File: config.mk
export PLATFORM = sky130hd
export DESIGN_NAME = keypad_matrix_scanner
export DESIGN_NICKNAME = d
export VERILOG_FILES = /design/src/rtl/keypad_matrix_scanner.sv
export SDC_FILE = /design/constraint.sdc
export NUM_CORES = 1
export LEC_CHECK = 0
export ABC_AREA = 1
export CAP_MARGIN = 10
export CORE_MARGIN = 2
export CORE_UTILIZATION = 64
export CTS_CLUSTER_DIAMETER = 40
export CTS_CLUSTER_SIZE = 12
export DETAILED_ROUTE_END_ITERATION = 10
export PLACE_DENSITY = 0.8
export SLEW_MARGIN = 40
export SYNTH_ARGS = -nofsm -noshare
export SYNTH_HDL_FRONTEND = slang
export SYNTH_SLANG_ARGS = --single-unit
File: constraint.sdc
create_clock -name Clk -period 2.9 [get_ports Clk]
set_input_delay 0.58 -clock Clk [delete_from_list [all_inputs] [get_ports Clk]]
set_output_delay 0.58 -clock Clk [all_outputs]
set_load 0.01 [all_outputs]
File: src/rtl/keypad_matrix_scanner.sv
// rtl/keypad_matrix_scanner.sv - 4x4 key matrix scanner with image debounce and key events
//
// Drives one matrix column at a time (with a blank gap between columns), samples the
// synchronized rows at the end of each drive phase, debounces complete 16-bit images
// and reports single-key presses as one-cycle events.
//
// Ports:
//   Clk       in   1  system clock, posedge
//   nReset    in   1  asynchronous active-low reset
//   RowIn     in   4  matrix rows, 1 = pressed on the driven column (asynchronous)
//   ColOut    out  4  one-hot column drive, 4'b0000 during blank phases
//   KeyValid  out  1  one-cycle pulse on a newly accepted single-key press
//   KeyCode   out  4  {col, row} of the last accepted key, held between events
//   KeyHeld   out  1  high while the debounced image is non-zero

module keypad_matrix_scanner #(
    parameter int SETTLE_CYCLES  = 4,
    parameter int DEBOUNCE_SCANS = 3
) (
    input  logic       Clk,
    input  logic       nReset,
    input  logic [3:0] RowIn,
    output logic [3:0] ColOut,
    output logic       KeyValid,
    output logic [3:0] KeyCode,
    output logic       KeyHeld
);

    localparam int PW = $clog2(SETTLE_CYCLES);
    localparam int MW = $clog2(DEBOUNCE_SCANS + 1);

    typedef enum logic {
        ST_BLANK = 1'b0,
        ST_DRIVE = 1'b1
    } state_t;

    state_t        r_state;
    state_t        w_state_next;
    logic [PW-1:0] r_phase;
    logic [PW-1:0] w_phase_next;
    logic [1:0]    r_col;
    logic [1:0]    w_col_next;
    logic          w_phase_last;
    logic          w_capture;

    logic [3:0]    r_row_s1;
    logic [3:0]    r_row_s2;
    logic [15:0]   r_image;
    logic [15:0]   r_prev;
    logic [15:0]   r_stable;
    logic [15:0]   r_stable_d;
    logic [MW-1:0] r_match;
    logic [MW-1:0] w_match_next;
    logic          r_scan_done;
    logic          w_one_hot;
    logic [3:0]    w_index;

    assign w_phase_last = (r_phase == PW'(SETTLE_CYCLES - 1));

    always_ff @(posedge Clk or negedge nReset) begin
        if (!nReset) begin
            r_state <= ST_BLANK;
            r_phase <= '0;
            r_col   <= 2'd0;
        end else begin
            r_state <= w_state_next;
            r_phase <= w_phase_next;
            r_col   <= w_col_next;
        end
    end

    always_comb begin
        w_state_next = r_state;
        w_phase_next = r_phase + 1'b1;
        w_col_next   = r_col;
        w_capture    = 1'b0;
        ColOut       = 4'b0000;
        case (r_state)
            ST_BLANK: begin
                if (w_phase_last) begin
                    w_state_next = ST_DRIVE;
                    w_phase_next = '0;
                end
            end
            ST_DRIVE: begin
                ColOut = 4'b0001 << r_col;
                if (w_phase_last) begin
                    w_capture    = 1'b1;
                    w_state_next = ST_BLANK;
                    w_phase_next = '0;
                    w_col_next   = r_col + 2'd1;
                end
            end
            default: begin
                w_state_next = ST_BLANK;
                w_phase_next = '0;
            end
        endcase
    end

    // Two-flop synchronizer; only r_row_s2 is ever sampled.
    always_ff @(posedge Clk or negedge nReset) begin
        if (!nReset) begin
            r_row_s1 <= 4'h0;
            r_row_s2 <= 4'h0;
        end else begin
            r_row_s1 <= RowIn;
            r_row_s2 <= r_row_s1;
        end
    end

    // Image slice for a column is written only from that column's last drive cycle,
    // so blank-phase row noise never reaches the image.
    always_ff @(posedge Clk or negedge nReset) begin
        if (!nReset) begin
            r_image     <= 16'h0;
            r_scan_done <= 1'b0;
        end else begin
            if (w_capture) begin
                r_image[{r_col, 2'b00} +: 4] <= r_row_s2;
            end
            r_scan_done <= w_capture && (r_col == 2'd3);
        end
    end

    // Saturating count of identical consecutive images.
    always_comb begin
        w_match_next = {{(MW-1){1'b0}}, 1'b1};
        if (r_image == r_prev) begin
            w_match_next = (r_match == MW'(DEBOUNCE_SCANS)) ? r_match : r_match + 1'b1;
        end
    end

    always_ff @(posedge Clk or negedge nReset) begin
        if (!nReset) begin
            r_prev   <= 16'h0;
            r_stable <= 16'h0;
            r_match  <= '0;
        end else if (r_scan_done) begin
            r_match <= w_match_next;
            r_prev  <= r_image;
            if ((w_match_next == MW'(DEBOUNCE_SCANS)) && (r_image != r_stable)) begin
                r_stable <= r_image;
            end
        end
    end

    assign w_one_hot = (r_stable != 16'h0) && ((r_stable & (r_stable - 16'd1)) == 16'h0);

    always_comb begin
        w_index = 4'h0;
        for (int i = 0; i < 16; i++) begin
            if (r_stable[i]) begin
                w_index = 4'(i);
            end
        end
    end

    // Events fire only on a zero -> single-bit transition of the stable image,
    // so multi-key chords and partial releases never produce a press.
    always_ff @(posedge Clk or negedge nReset) begin
        if (!nReset) begin
            r_stable_d <= 16'h0;
            KeyValid   <= 1'b0;
            KeyCode    <= 4'h0;
            KeyHeld    <= 1'b0;
        end else begin
            r_stable_d <= r_stable;
            KeyValid   <= 1'b0;
            KeyHeld    <= (r_stable != 16'h0);
            if ((r_stable != r_stable_d) && (r_stable_d == 16'h0) && w_one_hot) begin
                KeyValid <= 1'b1;
                KeyCode  <= w_index;
            end
        end
    end

endmodule

==> After elaboration in Yosys (flattened, before gate mapping) <==
Index checks and enable logic that the tools add are counted.
{ "word_totals": {"reg_bits": 86, "latch_bits": 0, "ram_bits": 0, "mem_bits_ro": 0, "input_bits": 6, "output_inout_bits": 10, "wordCells": 66, "memories": 0} }
{ "op_classes": {"addsub": 5, "multipliers": 0, "n_div": 0, "magnitude_cmp": 0, "n_eq_ne": 7, "shifts": 3, "mux": 25, "bitwise_logic": 2, "n_reduce_logical": 10} }
{ "op_table": {"columns": ["cell", "n"], "rows": [
  ["$mux 4", 10],
  ["$logic_not 16->1", 2],
  ["$ne 16x16->1", 2],
  ["$and 16x16->16", 1],
  ["$bwmux 16", 1],
  ["$eq 16x16->1", 1],
  ["$reduce_bool 16->1", 1],
  ["$shift 4x6->16 const A", 1],
  ["$shiftx 4x6->16", 1],
  ["$sub 16x1->16 const B", 1],
  ["$mux 2", 5],
  ["$mux 3", 3],
  ["$eq 2x2->1 const B", 4],
  ["$add 2x1->2 const B", 3],
  ["$neg 4->6", 1],
  ["$logic_and 1x1->1", 5],
  ["$mux 1", 5],
  ["$reduce_and 2->1", 2],
  ["$shl 1x2->4 const A", 1],
  ["$pmux 1 s2", 1],
  ["$not 1->1", 1]
]} }

==> Depth between registers and ports, before layout <==
{ "logic_depth": {"ltp_word": 15, "mapped_depth": 13, "mapped_depth_nobuf": 13} }

==> Worst setup path before layout <==
OpenSTA, ideal clock, no wires.
{ "synth_path": {"path_type": "flip-flop to output port", "from": "reg r_col[0]", "to": "out ColOut[0]", "arrival_ns": 1.085, "t_required_ns": 2.320, "setup_slack_ns": 1.235, "path_stages_with_launch": 6, "path_buffers": 1, "cell_sequence": "dfrtp_1 -> clkbuf_1 -> inv_1 -> ha_1 -> nand2_1 -> inv_1"} }
{ "synth_between": {"elab_chain_cells": 2} }
{ "synth_lines": {"columns": ["item", "line_no", "source"], "rows": [
  ["start: declaration", "41", "logic [1:0] r_col;"],
  ["start signal: assignment", "68", "r_col <= w_col_next;"],
  ["$shl 1x2->4", "86", "ColOut = 4'b0001 << r_col;"],
  ["$mux 4", "78", "case (r_state)"],
  ["end: declaration", "23", "output logic [3:0] ColOut,"]
]} }
No other way between the ends.

==> Worst setup path after layout <==
Same ends and word-level chain as after synthesis.

==> run_results.csv <==
group,metric,value,unit
status,status,"completed",
floorplanning,die_area,0.007299,mm²
worst_setup_path,r2r_setup_slack,830,ps
worst_setup_path,rr_worst_depth,8,
job,cap_violations,0,
grt,grt_util_all_layers,25.39,%
synthesis,ys_warn_count,0,
worst_setup_path,crit_type,"flop to output pin",
sta,min_period,2531,ps
pwr,leakagePower,0.002405,µW
detailed_routing,wl,8093,µm
final_layout,final_cell_mix,"nand2_1, dfrtp_1, inv_1, nor2_1, xnor2_1",
clocking,hold_buffers,0,
synthesis,synth_seq_cells,86,
detailed_routing,dr.pass1.iters,4,
worst_setup_path,regToRegStartpoint,"r_image[0]$_DFFE_PN0P_",
final_layout,mostFrequentLayoutCell,"nand2_1",
pwr,powerDensity,494.4,mW/mm²
grt,antenna_found_initial,0,
detailed_routing,ant_nets,0,
worst_setup_path,required,2320,ps
detailed_routing,wl_per_cell,13.79,µm
placed_design,io_buffers,15,
final_layout,drive_gt1_share,9.804,%
floorplanning,start_util,66.46,%
sta,fmax,0.3951,GHz
sta,period_share,87.27,%
sta,hold_ws,168.7,ps
hold_path,worst_hold_path_type,"input pin to async pin",
floorplanning,die_h,85.44,µm
synthesis,syn_nets,504,
pwr,ir_worst_vdd,455.8,µV
grt,grt_pass1_wl,14520,µm
worst_setup_path,crit_fanout,9,
detailed_routing,vias,3176,
detailed_routing,drc,0,
sta,worst_pin_slew,446.6,ps
synthesis,ys_types,30,
sta,finalHoldViolCount,0,
sta,rsz0062_at_grt,"no",
worst_setup_path,critPathLaunchType,"flop",
synthesis,ys_seq_area_share,50.71,%
placed_design,dp_hpwl,5943,µm
clocking,cts_tree,"built",
grt,grt_start_max_net_pins,37,
clocking,cts_resized,0,
sta,relSlewSlack,70.23,%
detailed_routing,vias_per_cell,5.411,
clocking,worstSkewPairLatency,350,ps
clocking,cts_buffers,9,
synthesis,syn_avg_cell_area,8.644,µm²
clocking,cts.clk_slew.worst_paths,100,ps
final_layout,antenna_cells,0,
clocking,post-cts-setup-buffer-count,0,
worst_setup_path,endpoint_kind,"output pin",
floorplanning,core_area,0.006386,mm²
final_layout,num-nets-final,518,
floorplanning,dieWidth,85.44,µm
grt,grt_pass1_vias,3155,
placed_design,routabilityCongestion,0.9744,
grt,grt_overflow_total,0,
clocking,cts.sinks,86,
clocking,htreeDepth,3,
detailed_routing,drtIter0Drc,187,
floorplanning,ios,16,
sta,finalMaxSlewViolations,0,
clocking,clockBufferDepth,2,
synthesis,syn-instance-count,491,
final_layout,nFillCells,463,
floorplanning,rows,29,
worst_setup_path,r2r_end,"r_stable[1]$_DFFE_PN0P_",
sta,fin_skew,12.29,ps
worst_setup_path,cp.arrival,1950,ps
final_layout,area_growth,9.404,%
synthesis,synth_area,0.004244,mm²
clocking,clockRootBuffer,"clkbuf_8",
sta,setup_viol,0,
sta,setup_tns,0,ps
-- flip-flops by register name, summed over array words and instances, names as in the netlist --
register and cells:
KeyCode 4, KeyHeld 1, KeyValid 1, r_col 2, r_image 16, r_match 2, r_phase 2, r_prev 16
r_row_s1 4, r_row_s2 4, r_scan_done 1, r_stable 16, r_stable_d 16, r_state 1
-- cell usage after synthesis --
master,n,area (µm²)
nand2_1,136,510.5
dfrtp_1,86,2152
inv_1,54,202.7
nor2_1,48,180.2
xnor2_1,32,280.3
nand3_1,30,150.1
o21ai_0,10,50.05
a21oi_1,8,40.04
mux2_2,8,90.09
nand4_1,8,50.05
o22ai_1,8,50.05
ha_1,7,87.58
inv_2,6,22.52
buf_2,5,25.02
clkbuf_1,5,18.77
nor2_4,5,56.30
o21ai_1,5,25.02
xor2_1,5,43.79
buf_6,4,45.04
nor2_2,4,25.02
o31ai_1,4,30.03
nor3_1,3,15.01
nand2_2,2,12.51
nand2_4,2,22.52
buf_4,1,7.510
clkbuf_2,1,5.000
mux2i_1,1,10.01
nand3_2,1,10.01
nand3_4,1,17.52
o32ai_1,1,8.760
-- layer usage --
metal / track usage (%) / up-vias / wire length, µm
li1: - / 1567 / -
met1: 31.27 / 1521 / 3486
met2: 44.39 / 70 / 4195
met3: 5.058 / 18 / 236
met4: 9.235 / 0 / 175
met5: 0 / - / 0
-- worst max-delay path by stage --
stage	start	end	slack, ps
3_5_place_dp	r_col[0]$_DFFE_PN0P_	ColOut[0]	760
6_report	r_col[0]$_DFFE_PN0P_	ColOut[0]	370
3_3_place_gp	r_col[0]$_DFFE_PN0P_	ColOut[0]	780
4_1_cts	r_col[0]$_DFFE_PN0P_	ColOut[0]	370
2_1_floorplan	r_col[0]$_DFFE_PN0P_	ColOut[0]	1240
5_1_grt	r_col[0]$_DFFE_PN0P_	ColOut[0]	250
-- power breakdown --
part | switching [µW] | total (µW) | leakage (µW) | internal (µW)
Sequential | 30.0 | 1260 | 0.00109 | 1230
Combinational | 51.2 | 93.4 | 0.00120 | 42.3
Clock | 450 | 946 | 0.000111 | 496
Total | 531 | 2300 | 0.00240 | 1760
-- critical path: stages (launching register included) --
cell and delay [ps]:
dfrtp_1 490, inv_1 170, ha_1 290, nand2_1 80, inv_1 60, clkdlybuf4s50_1 530
-- cell families after synthesis --
| group | share of synthesized area [%] |
|---|---|
| flops | 50.71 |
| buf+inv | 7.694 |
| simple gates | 24.73 |
| compound gates | 4.806 |
| mux | 2.359 |
| fa+ha+maj | 2.064 |
| xor+xnor | 7.636 |
-- through the flow --
stage | std cells | utilization, % | instance area, µm² | worst slack (ps) | total power (µW)
global route | 587 | 72.71 | 4643 | 254.0 | 2389
finish | 587 | 72.71 | 4643 | 369.2 | 2295
CTS | 587 | 72.71 | 4643 | 367.7 | 2308
global placement | 571 | 69.16 | 4417 | 783.6 | 1369
floorplan | 491 | - | 4244 | 1235 | 1323
detailed placement | 571 | 69.16 | 4417 | 763.1 | 1374
-- layout make-up --
cell class	instances	area (µm²)	share of cell area, %
Clock buffer	9	123.9	2.668
Multi-Input combinational cell	329	1765	38.02
Sequential cell	86	2152	46.35
Inverter	60	225.2	4.850
Clock inverter	7	102.6	2.210
Tap cell	77	96.34	2.075
Timing Repair Buffer	19	177.7	3.826
Power figures use the tool's default switching activity.
